**config.mk**
```make
export PLATFORM = sky130hd
export DESIGN_NAME = pc_unit
export DESIGN_NICKNAME = d
export VERILOG_FILES = /design/src/rtl/pc_pkg.sv /design/src/rtl/branch_cond.sv /design/src/rtl/pc_unit.sv
export SDC_FILE = /design/constraint.sdc
export NUM_CORES = 1
export LEC_CHECK = 0
export BUFFER_PORTS_ARGS = -buffer_cell sky130_fd_sc_hd__buf_4
export CORE_AREA = 2 2 203 205
export CTS_CLUSTER_DIAMETER = 200
export DETAILED_ROUTE_END_ITERATION = 7
export DIE_AREA = 0 0 205 207
export PLACE_DENSITY = 0.76
export SETUP_SLACK_MARGIN = 0.02
export SYNTH_ARGS = -nofsm -noshare
export SYNTH_HDL_FRONTEND = slang
export SYNTH_SLANG_ARGS = --single-unit
```
**constraint.sdc**
```tcl
create_clock -name i_Clock -period 5.4 [get_ports i_Clock]
set_clock_uncertainty 0.05 [all_clocks]
set_input_delay 1.35 -clock i_Clock [delete_from_list [all_inputs] [get_ports i_Clock]]
set_output_delay 1.35 -clock i_Clock [all_outputs]
set_load 0.1 [all_outputs]
```
**src/rtl/pc_pkg.sv**
```systemverilog
// Shared definitions for the program-counter unit and any stage that evaluates
// RV conditional branches (funct3 codes, PC-unit FSM encoding).
package pc_pkg;

    localparam logic [2:0] F3_BEQ  = 3'b000;
    localparam logic [2:0] F3_BNE  = 3'b001;
    localparam logic [2:0] F3_BLT  = 3'b100;
    localparam logic [2:0] F3_BGE  = 3'b101;
    localparam logic [2:0] F3_BLTU = 3'b110;
    localparam logic [2:0] F3_BGEU = 3'b111;

    typedef enum logic [1:0] {
        ST_BOOT  = 2'd0,
        ST_RUN   = 2'd1,
        ST_FAULT = 2'd2
    } pc_state_t;

endpackage

```
**src/rtl/branch_cond.sv**
```systemverilog
// Resolves an RV conditional branch from its funct3 and the ALU compare flags.
// Purely combinational so the ALU stage can reuse it unchanged.
module branch_cond
    import pc_pkg::*;
(
    input  logic [2:0] i_BranchOp,
    input  logic       i_Eq,
    input  logic       i_Lt,
    input  logic       i_Ltu,
    output logic       o_Cond
);

    always_comb begin
        o_Cond = 1'b0;
        case (i_BranchOp)
            F3_BEQ:  o_Cond = i_Eq;
            F3_BNE:  o_Cond = !i_Eq;
            F3_BLT:  o_Cond = i_Lt;
            F3_BGE:  o_Cond = !i_Lt;
            F3_BLTU: o_Cond = i_Ltu;
            F3_BGEU: o_Cond = !i_Ltu;
            default: o_Cond = 1'b0;
        endcase
    end

endmodule

```
**src/rtl/pc_unit.sv**
```systemverilog
// Program-counter unit: fetch address register, next-PC selection for
// sequential flow, branches, JAL/JALR, trap entry and MRET, plus retire counter.
module pc_unit
    import pc_pkg::*;
#(
    parameter int unsigned         p_XLEN         = 64,
    parameter logic [p_XLEN-1:0]   p_RESET_VECTOR = '0,
    parameter int unsigned         p_IALIGN       = 4
) (
    input  logic              i_Clock,
    input  logic              i_Reset,
    input  logic              i_Stall,
    input  logic              i_FetchReady,
    input  logic              i_Branch,
    input  logic [2:0]        i_BranchOp,
    input  logic              i_Eq,
    input  logic              i_Lt,
    input  logic              i_Ltu,
    input  logic              i_Jal,
    input  logic              i_Jalr,
    input  logic [p_XLEN-1:0] i_Immediate,
    input  logic [p_XLEN-1:0] i_Rs1,
    input  logic              i_Trap,
    input  logic [p_XLEN-1:0] i_TrapVector,
    input  logic              i_Mret,
    input  logic [p_XLEN-1:0] i_Epc,
    output logic [p_XLEN-1:0] o_PC,
    output logic [p_XLEN-1:0] o_PCLink,
    output logic              o_FetchValid,
    output logic              o_Taken,
    output logic              o_Misaligned,
    output logic [p_XLEN-1:0] o_BadAddr,
    output logic [63:0]       o_InstRet
);

    localparam logic [p_XLEN-1:0] c_IALIGN     = p_XLEN'(p_IALIGN);
    localparam logic [p_XLEN-1:0] c_ALIGN_MASK = p_XLEN'(p_IALIGN - 1);
    localparam logic [p_XLEN-1:0] c_TRAP_MASK  = ~p_XLEN'(3);
    localparam logic [p_XLEN-1:0] c_JALR_MASK  = ~p_XLEN'(1);

    pc_state_t         state;
    logic [p_XLEN-1:0] pc_q;
    logic [p_XLEN-1:0] bad_addr_q;
    logic [63:0]       inst_ret_q;
    logic              misaligned_q;

    logic              cond_taken;
    logic              advance;
    logic              transfer;
    logic              target_misaligned;
    logic [p_XLEN-1:0] seq_pc;
    logic [p_XLEN-1:0] jalr_sum;
    logic [p_XLEN-1:0] target;
    logic [p_XLEN-1:0] trap_pc;

    branch_cond u_branch_cond (
        .i_BranchOp (i_BranchOp),
        .i_Eq       (i_Eq),
        .i_Lt       (i_Lt),
        .i_Ltu      (i_Ltu),
        .o_Cond     (cond_taken)
    );

    assign advance  = (state == ST_RUN) && i_FetchReady && !i_Stall;
    assign transfer = i_Jal || i_Jalr || (i_Branch && cond_taken);
    assign seq_pc   = pc_q + c_IALIGN;
    assign jalr_sum = i_Rs1 + i_Immediate;
    assign trap_pc  = i_TrapVector & c_TRAP_MASK;

    // JALR outranks JAL, which outranks a taken branch
    always_comb begin
        if (i_Jalr) begin
            target = jalr_sum & c_JALR_MASK;
        end else if (transfer) begin
            target = pc_q + i_Immediate;
        end else begin
            target = seq_pc;
        end
    end

    assign target_misaligned = transfer && ((target & c_ALIGN_MASK) != '0);

    assign o_PC         = pc_q;
    assign o_PCLink     = seq_pc;
    assign o_FetchValid = (state == ST_RUN);
    assign o_Taken      = advance && transfer;
    assign o_Misaligned = misaligned_q;
    assign o_BadAddr    = bad_addr_q;
    assign o_InstRet    = inst_ret_q;

    always_ff @(posedge i_Clock) begin
        if (i_Reset) begin
            state        <= ST_BOOT;
            pc_q         <= p_RESET_VECTOR;
            misaligned_q <= 1'b0;
            bad_addr_q   <= '0;
            inst_ret_q   <= '0;
        end else begin
            misaligned_q <= 1'b0;
            // Trap and MRET are honoured in every state, even when stalled
            if (i_Trap) begin
                pc_q  <= trap_pc;
                state <= ST_RUN;
            end else if (i_Mret) begin
                pc_q  <= i_Epc;
                state <= ST_RUN;
            end else begin
                case (state)
                    ST_BOOT: state <= ST_RUN;
                    ST_RUN: begin
                        if (advance) begin
                            if (target_misaligned) begin
                                misaligned_q <= 1'b1;
                                bad_addr_q   <= target;
                                state        <= ST_FAULT;
                            end else begin
                                pc_q       <= target;
                                inst_ret_q <= inst_ret_q + 64'd1;
                            end
                        end
                    end
                    default: state <= state;
                endcase
            end
        end
    end

endmodule

```
Word-level counts from Yosys, hierarchy flattened:

Cells that the tools add are included.

* register bits: 195
* input bits: 271

* add/sub/neg operators: 4
* equal/unequal tests: 12
* multiplexer cells: 14
* bitwise gates (word level): 5
* reductions and logical operators: 29

Operator list (number)
* $mux 64: 7
* $add 64x64->64: 2
* $add 64x1->64 const B: 1
* $add 64x3->64 const B: 1
* $reduce_bool 64->1: 1
* $eq 3x3->1 const B: 4
* $reduce_and 3->1: 4
* $reduce_and 5->1: 2
* $ne 4x3->1 const B: 2
* $pmux 1 s6: 1
* $reduce_bool 2->1: 3
* $reduce_bool 3->1: 2
* $logic_and 1x1->1: 5
* $not 1->1: 5
* $reduce_or 5->1: 1
* $logic_not 1->1: 4
* $mux 2: 2
* $ne 2x1->1 const B: 2
* $pmux 2 s2: 1
* $reduce_bool 4->1: 1
* $eq 3x1->1 const B: 1
* $logic_not 3->1: 1
* $mux 1: 3
* $ne 3x3->1 const B: 1
* other kinds (6): 7

Logic depth before layout (Yosys ltp):

Gate-level depths: netlist of the first run.

* word-level depth: 13
* depth in mapped cells: 13

Hierarchy:

From an unflattened synthesis of the first run, not the netlist that was laid out.

* cells, all modules: 2687
* area, all modules: 18908.1 um^2

By module, submodules not included
* pc_unit: instances 1, cells an instance 2682, area an instance 18868.1 um^2, sequential area each 3903.7 um^2
* branch_cond: instances 1, cells an instance 5, area an instance 40.0 um^2, sequential area each 0.0 um^2

Worst setup path before layout of the first run:

No wires, ideal clock.

* kind: flip-flop to output port
* from: reg pc_q[28] (netlist: o_PC[28])
* to: out o_PCLink[50]
* arrival: 4.360 ns
* data required time: 4.000 ns
* path slack: -0.360 ns
* stages on the path, launching flop included: 7
* path through: dfxtp_1 > and4_4 > nand4_4 > or4_4 > nor4b_4 > nand4_1 > xnor2_1

* longest elaborated chain between the ends: 1

RTL lines
* start: declaration: RTL line pc_unit.sv:42 `logic [p_XLEN-1:0] pc_q;`
* start signal: assignment: RTL line pc_unit.sv:94 `pc_q <= p_RESET_VECTOR;`
* start signal: assignment: RTL line pc_unit.sv:102 `pc_q <= trap_pc;`
* start signal: assignment: RTL line pc_unit.sv:105 `pc_q <= i_Epc;`
* $add 64x3->64: RTL line pc_unit.sv:66 `assign seq_pc = pc_q + c_IALIGN;`
* end: declaration: RTL line pc_unit.sv:28 `output logic [p_XLEN-1:0] o_PCLink,`

No other way between the ends.

Final worst setup path of the first run:

* from: reg pc_q[3] (netlist: o_PC[3])
* to: out o_PCLink[60]

The elaborated chain is that of the path after synthesis.

==> metrics.txt, run 1 <==
Post-CTS Setup Inserts=0; ys async rst share=0; Die H=207 um; origin of the critical flop-to-flop path=o_PC[0]; core area=40400 um^2; worst skew pair latency=0.49 ns; I/O pin total=530; Mapped Area=18400 um^2; area leader, netlist=dfxtp_1; H-tree Lvls=4; max_slew headroom=0.295; WP data required=4.00 ns; HP Start=o_BadAddr[14]; hold_buf cts=0; routed length per instance=26.1 um; LEAKAGE=10.5 nW; # rows=74; actual slew at the worst max-slew pin=1.05 ns; critical path type=reg -> out; initial antenna violation count=2; pin count of the biggest net entering global routing=66; Area growth syn-to-layout=29.3%; # fillers=3861; DRC=0; Port-buffer cells=527; synth warn=0; die width=205 um; first-pass GRT wire length=135000 um; initial core utilization=0.455; Finished Layout Cells=3563; Syn Area/Cell=7.22 um^2; clk sinks=195; hold path depth=2; final-stage net count=3418; FF+latch area=3900 um^2; number of global-route vias before repair=21600; GR Util All Layers=0.421; fin. max-slew vios=0; First DRT Iteration DRCs=2261; CTS resizes=0; Reg2Reg Setup Slack=1.20 ns; TritonRoute pass-1 iters=8; Detailed Place HPWL=73300 um; flops & latches, synth=195; WHS Endpoint=o_BadAddr[14]; Switching Power=2.73 mW; outcome=complete, no violations; crit-path cells=ha_1 -> nand3_1 -> or2_2 -> nor4_1 -> buf_4 -> nor4b_4 -> nand4_1 -> xnor2_2 -> buf_4; slowest CP cell=nor4b_4; combinational share of power=0.473; Pint=3.02 mW; RSZ-0062 raised after global routing=no; multi-input logic area=13800 um^2; Synth Flop Type=dfxtp_1; Critical Path Fanout Max=7; number of flops mapped to enable cells by yosys=0; post-synth top area share=0.213; ANT nets after route=0; Crit path largest cell delay=0.61 ns; number of distinct library cells after synthesis=92; startpoint types=flip-flop; Diodes inserted=0; final setup fails=0; routed wire length=93100 um; WHS=0.408 ns; r2r endpoint=o_PC[62]; Placed Cells incl. Taps=3531; number of vias per cell=6.43; Worst Hold Class=reg -> reg; FF-to-FF path depth=14; CTS max path bufs=2; die area=42400 um^2; setup tns final=0 ns; grt ovf=0; Vias=22900; most used cell, CP=buf_4; CP Capture Type=primary output; CTS tree=yes; register area share after synthesis=0.213; layout cell share with drive strength beyond 1=0.232; post-synthesis net count=2944; final hold violation count=0; Synth area leaders=dfxtp_1, ha_1, a21oi_1; switch share=0.475; Final Core Density=0.588; Cell Pwr Density=242 nW/um^2; CTS Buf Count=17; clock share of power=0.254; fmax=194 MHz; post-route clock period utilization=0.953; Reg power frac=0.273; clock root buffer=clkbuf_16; min cycle time layout=5.15 ns; Max Cap Violations=0; cells after synthesis=2544; Worst-path clk slew=0.09 ns; Placer Congestion=1.07; Worst EP arrival=3.75 ns; Peak VDD IR=203 uV
[state kept, by name, summed over array words and instances (netlist names)]
signal / count
o_InstRet: 64
o_PC: 64
o_Misaligned: 1
state: 2
o_BadAddr: 64
[through the flow]
| step | worst slack [ns] | total power [mW] | cell area (um^2) |
|---|---|---|---|
| after floorplan | -0.0668 | 3.37 | 18500 |
| after global placement | 0.250 | 4.24 | 23100 |
| after detailed placement | 0.221 | 4.25 | 23100 |
| after CTS | 0.313 | 5.68 | 23700 |
| after global routing | 0.177 | 5.92 | 23700 |
| final | 0.254 | 5.75 | 23700 |
[worst max path at each step]
stage | from | to | slack, ns | depth (start not counted)
4_1_cts | o_PC[3] | o_PCLink[60] | 0.31 | 9
5_1_grt | o_PC[3] | o_PCLink[60] | 0.18 | 9
3_3_place_gp | i_Immediate[0] | o_BadAddr[62] | 0.25 | 15
2_1_floorplan | o_PC[28] | o_PCLink[47] | -0.07 | 7
6_report | o_PC[3] | o_PCLink[60] | 0.25 | 9
3_5_place_dp | i_Immediate[0] | o_BadAddr[62] | 0.22 | 15
[per-layer routing]
metal  GRT usage  wire length, um  vias to the layer above
met2       0.688            42400                     1543
met5           0               26                        -
met4       0.270             6800                        4
met3      0.0758             9230                      353
met1       0.506            34600                    10700
li1            -                -                    10300
[logic make-up after synthesis]
family / Yosys count / synth area share
simple gates: 943 / 0.245
compound gates: 844 / 0.296
flops: 195 / 0.213
fa+ha+maj: 129 / 0.0887
mux: 21 / 0.0117
xor+xnor: 209 / 0.100
buf+inv: 203 / 0.0465
[placed cells by master (no fill, tap or decap), types with 18 or more instances in the layout]
cell,n
a211oi_1,77
a21o_1,62
a21oi_1,270
a31oi_1,32
and3_1,54
buf_4,609
dfxtp_1,195
ha_1,127
inv_1,46
nand2_1,278
nand2b_1,18
nand3_1,74
nand4_1,64
nor2_1,276
nor3_1,62
o211ai_1,39
o21a_1,22
o21ai_0,140
o21bai_1,33
o22ai_1,23
or3_1,19
xnor2_1,97
xor2_1,92
[critical path, delay by kind of cell, from the launching register on]
kind / cells / cell delay, ns
adders and majority gates: 1 / 0.23
and+or+nand+nor: 5 / 1.67
xor gates and xnor gates: 1 / 0.34
DFF: 1 / 0.46
buffers and inverters: 2 / 0.56
[cell type report]
type                       count  area share
multi-input combinational   2146       0.580
timing repair buffer         609       0.193
sequential                   195       0.164
tap                          532      0.0280
clock buffer                  17      0.0179
clock inverter                15     0.00927
inverter                      49     0.00775
[power groups by stage]
stage,registers (mW),logic [mW],clock network (mW)
after floorplan,1.91,1.46,0
after global placement,1.60,2.64,0
after detailed placement,1.60,2.65,0
after CTS,1.57,2.66,1.45
after global routing,1.57,2.85,1.50
final,1.57,2.72,1.46
[cells in the mapped netlist, types with 6 or more instances]
cell type and number:
nor2_1 278, buf_1 12, a22oi_1 8, or3_1 19
a21oi_1 271, xor2_1 99, nand4_1 64, o21a_1 22
dfxtp_1 195, inv_1 47, a311oi_1 12, nand3_1 74
a21boi_0 9, a21o_1 63, o21bai_1 33, ha_1 127
o31ai_1 10, or2_2 6, nor2b_1 17, a211o_1 7
a31oi_1 32, and3_1 54, and2_1 17, a211oi_1 77
o22ai_1 23, nor4_1 7, buf_2 7, a221oi_1 10
clkbuf_1 122, o21ai_0 140, nand2b_1 18, o211a_1 7
buf_6 8, o221ai_1 12, nor3_1 62, nand2_1 279
o211ai_1 39, mux2i_1 17, xnor2_1 109, and4_1 14
o2111ai_1 7
No activity file was read; power rests on OpenSTA's default activity.
==> run 2, diff against run 1 <==
--- a/config.mk
+++ b/config.mk
@@ -10,7 +10,7 @@
 export CTS_CLUSTER_DIAMETER = 200
 export DETAILED_ROUTE_END_ITERATION = 7
 export DIE_AREA = 0 0 205 207
-export PLACE_DENSITY = 0.76
+export PLACE_DENSITY = 0.71
 export SETUP_SLACK_MARGIN = 0.02
 export SYNTH_ARGS = -nofsm -noshare
 export SYNTH_HDL_FRONTEND = slang
==> run 2 against run 1 <==
Against the previous run:
- non-clock buffer count down 1
- via count down 1.2%
- sequential share of layout area about the same
- sequential cell count unchanged
- clock-buffer cell count unchanged
- critical endpoint is now o_PCLink[55]
- combinational power about the same
- setup slack better by 0.071 ns
- total power down 1.2%
- fmax up 1.4%
- largest power group unchanged
==> metrics.txt, run 2 (synthesis gave the netlist of run 1 again) <==
outcome=complete, no violations; r2r endpoint=o_BadAddr[62]; commonest cells after routing, fill and taps aside=buf_4, nand2_1, nor2_1; actual slew at the worst max-slew pin=0.831 ns; # rows=74; LEAKAGE=10.5 nW; CP Capture Type=primary output; Cell Pwr Density=239 nW/um^2; core area=40400 um^2; Detailed Place HPWL=72300 um; Crit path largest cell delay=0.52 ns; die area=42400 um^2; CTS Buf Count=17; HP Start=o_BadAddr[21]; final setup fails=0; Critical Path Fanout Max=9; hold_buf cts=0; WP data required=4.00 ns; Reg power frac=0.278; crit path buf inv count=1; # fillers=3839; clk sinks=195; Final Core Density=0.589; hold path depth=2; die width=205 um; initial core utilization=0.455; Port-buffer cells=527; I/O pin total=530; fmax=197 MHz; Worst path top cell family by delay=simple AND/OR/NAND/NOR gates; worst skew pair latency=0.49 ns; max_slew headroom=0.439; startpoint types=flip-flop; GR Util All Layers=0.416; met1 Use GR=0.514; clock root buffer=clkbuf_16; combinational share of power=0.473; initial antenna violation count=5; Post-CTS Setup Inserts=0; number of vias per cell=6.35; Worst-path clk slew=0.09 ns; grt ovf=0; final hold violation count=0; clock share of power=0.249; Switching Power=2.68 mW; post-route clock period utilization=0.940; most common cell after layout, fill and taps aside=buf_4; Pint=3.00 mW; fin. max-slew vios=0; number of global-route vias before repair=21100; Vias=22600; routed length per instance=25.7 um; FF-to-FF path depth=15; Worst Hold Class=reg -> reg; critical path type=reg -> out; CTS max path bufs=2; first-pass GRT wire length=133000 um; GR peak layer=met2; final-stage net count=3417; TritonRoute pass-1 iters=6; First DRT Iteration DRCs=2295; crit-path cells=and4_1 -> nand4_1 -> nor3_2 -> and3b_1 -> nand2b_1 -> nor3_1 -> xor2_2 -> buf_4; pin count of the biggest net entering global routing=123; Placer Congestion=1.09; H-tree Lvls=4; Reg2Reg Setup Slack=1.18 ns; met3 Use GR=0.0689; DRC=0; Finished Layout Cells=3565; Area growth syn-to-layout=29.4%; origin of the critical flop-to-flop path=o_PC[0]; Die H=207 um; slowest CP cell=dfxtp_1; layout cell share with drive strength beyond 1=0.232; routed wire length=91700 um; CTS tree=yes; Max Cap Violations=0; CTS resizes=0; Worst EP arrival=3.68 ns; WHS Endpoint=o_BadAddr[21]; switch share=0.472; RSZ-0062 raised after global routing=no; ANT nets after route=0; Placed Cells incl. Taps=3530; min cycle time layout=5.08 ns; met2 GRT Util=0.672; Peak VDD IR=218 uV
==> run 2: through the flow <==
step           setup TNS, ns  power, mW  instance area [um^2]  worst slack (ns)  hold slack (ns)
3_5_place_dp               0       4.23                 23100             0.172            0.395
3_3_place_gp               0       4.22                 23100             0.259            0.393
4_1_cts                    0       5.63                 23800             0.365            0.405
2_1_floorplan        -0.0668       3.37                 18500           -0.0668            0.381
6_report                   0       5.68                 23800             0.324            0.407
5_1_grt                    0       5.87                 23800             0.222            0.431
==> run 2: how the worst max path moves through the flow <==
stage,from,end,slack [ns],depth (start not counted)
floorplan,o_PC[28],o_PCLink[47],-0.07,7
global placement,i_Immediate[0],o_BadAddr[34],0.26,15
detailed placement,i_Immediate[0],o_BadAddr[34],0.17,15
CTS,o_PC[2],o_PCLink[55],0.36,8
global route,o_PC[4],o_PCLink[55],0.22,8
finish,o_PC[4],o_PCLink[55],0.32,8
==> run 2: power by group through the flow <==
stage                     Clock (mW)  Sequential, mW  Combinational, mW
final                           1.42            1.58               2.69
after global routing            1.47            1.58               2.82
after CTS                       1.42            1.57               2.64
after detailed placement           0            1.61               2.63
after global placement             0            1.61               2.62
after floorplan                    0            1.91               1.46
==> run 2: tightest hold or removal path, delay by kind of cell, from the launching register on <==
| kind | cells | cell delay, ns |
|---|---|---|
| compound gates | 1 | 0.05 |
| flops | 1 | 0.32 |
| simple gates | 1 | 0.05 |
==> run 2: metal layers <==
| metal | routed length (um) | up-vias |
|---|---|---|
| li1 | - | 10300 |
| met1 | 35000 | 10600 |
| met2 | 41500 | 1423 |
| met3 | 8830 | 302 |
| met4 | 6290 | 4 |
| met5 | 29 | - |
==> run 2: area by class of cell <==
cell class	count	area, um^2	area share
Antenna cell	3	7.51	0.000316
Clock buffer	17	425	0.0179
Clock inverter	15	208	0.00874
Inverter	49	184	0.00774
Multi-Input combinational cell	2146	13800	0.580
Sequential cell	195	3900	0.164
Tap cell	532	666	0.0280
Timing Repair Buffer	608	4590	0.193
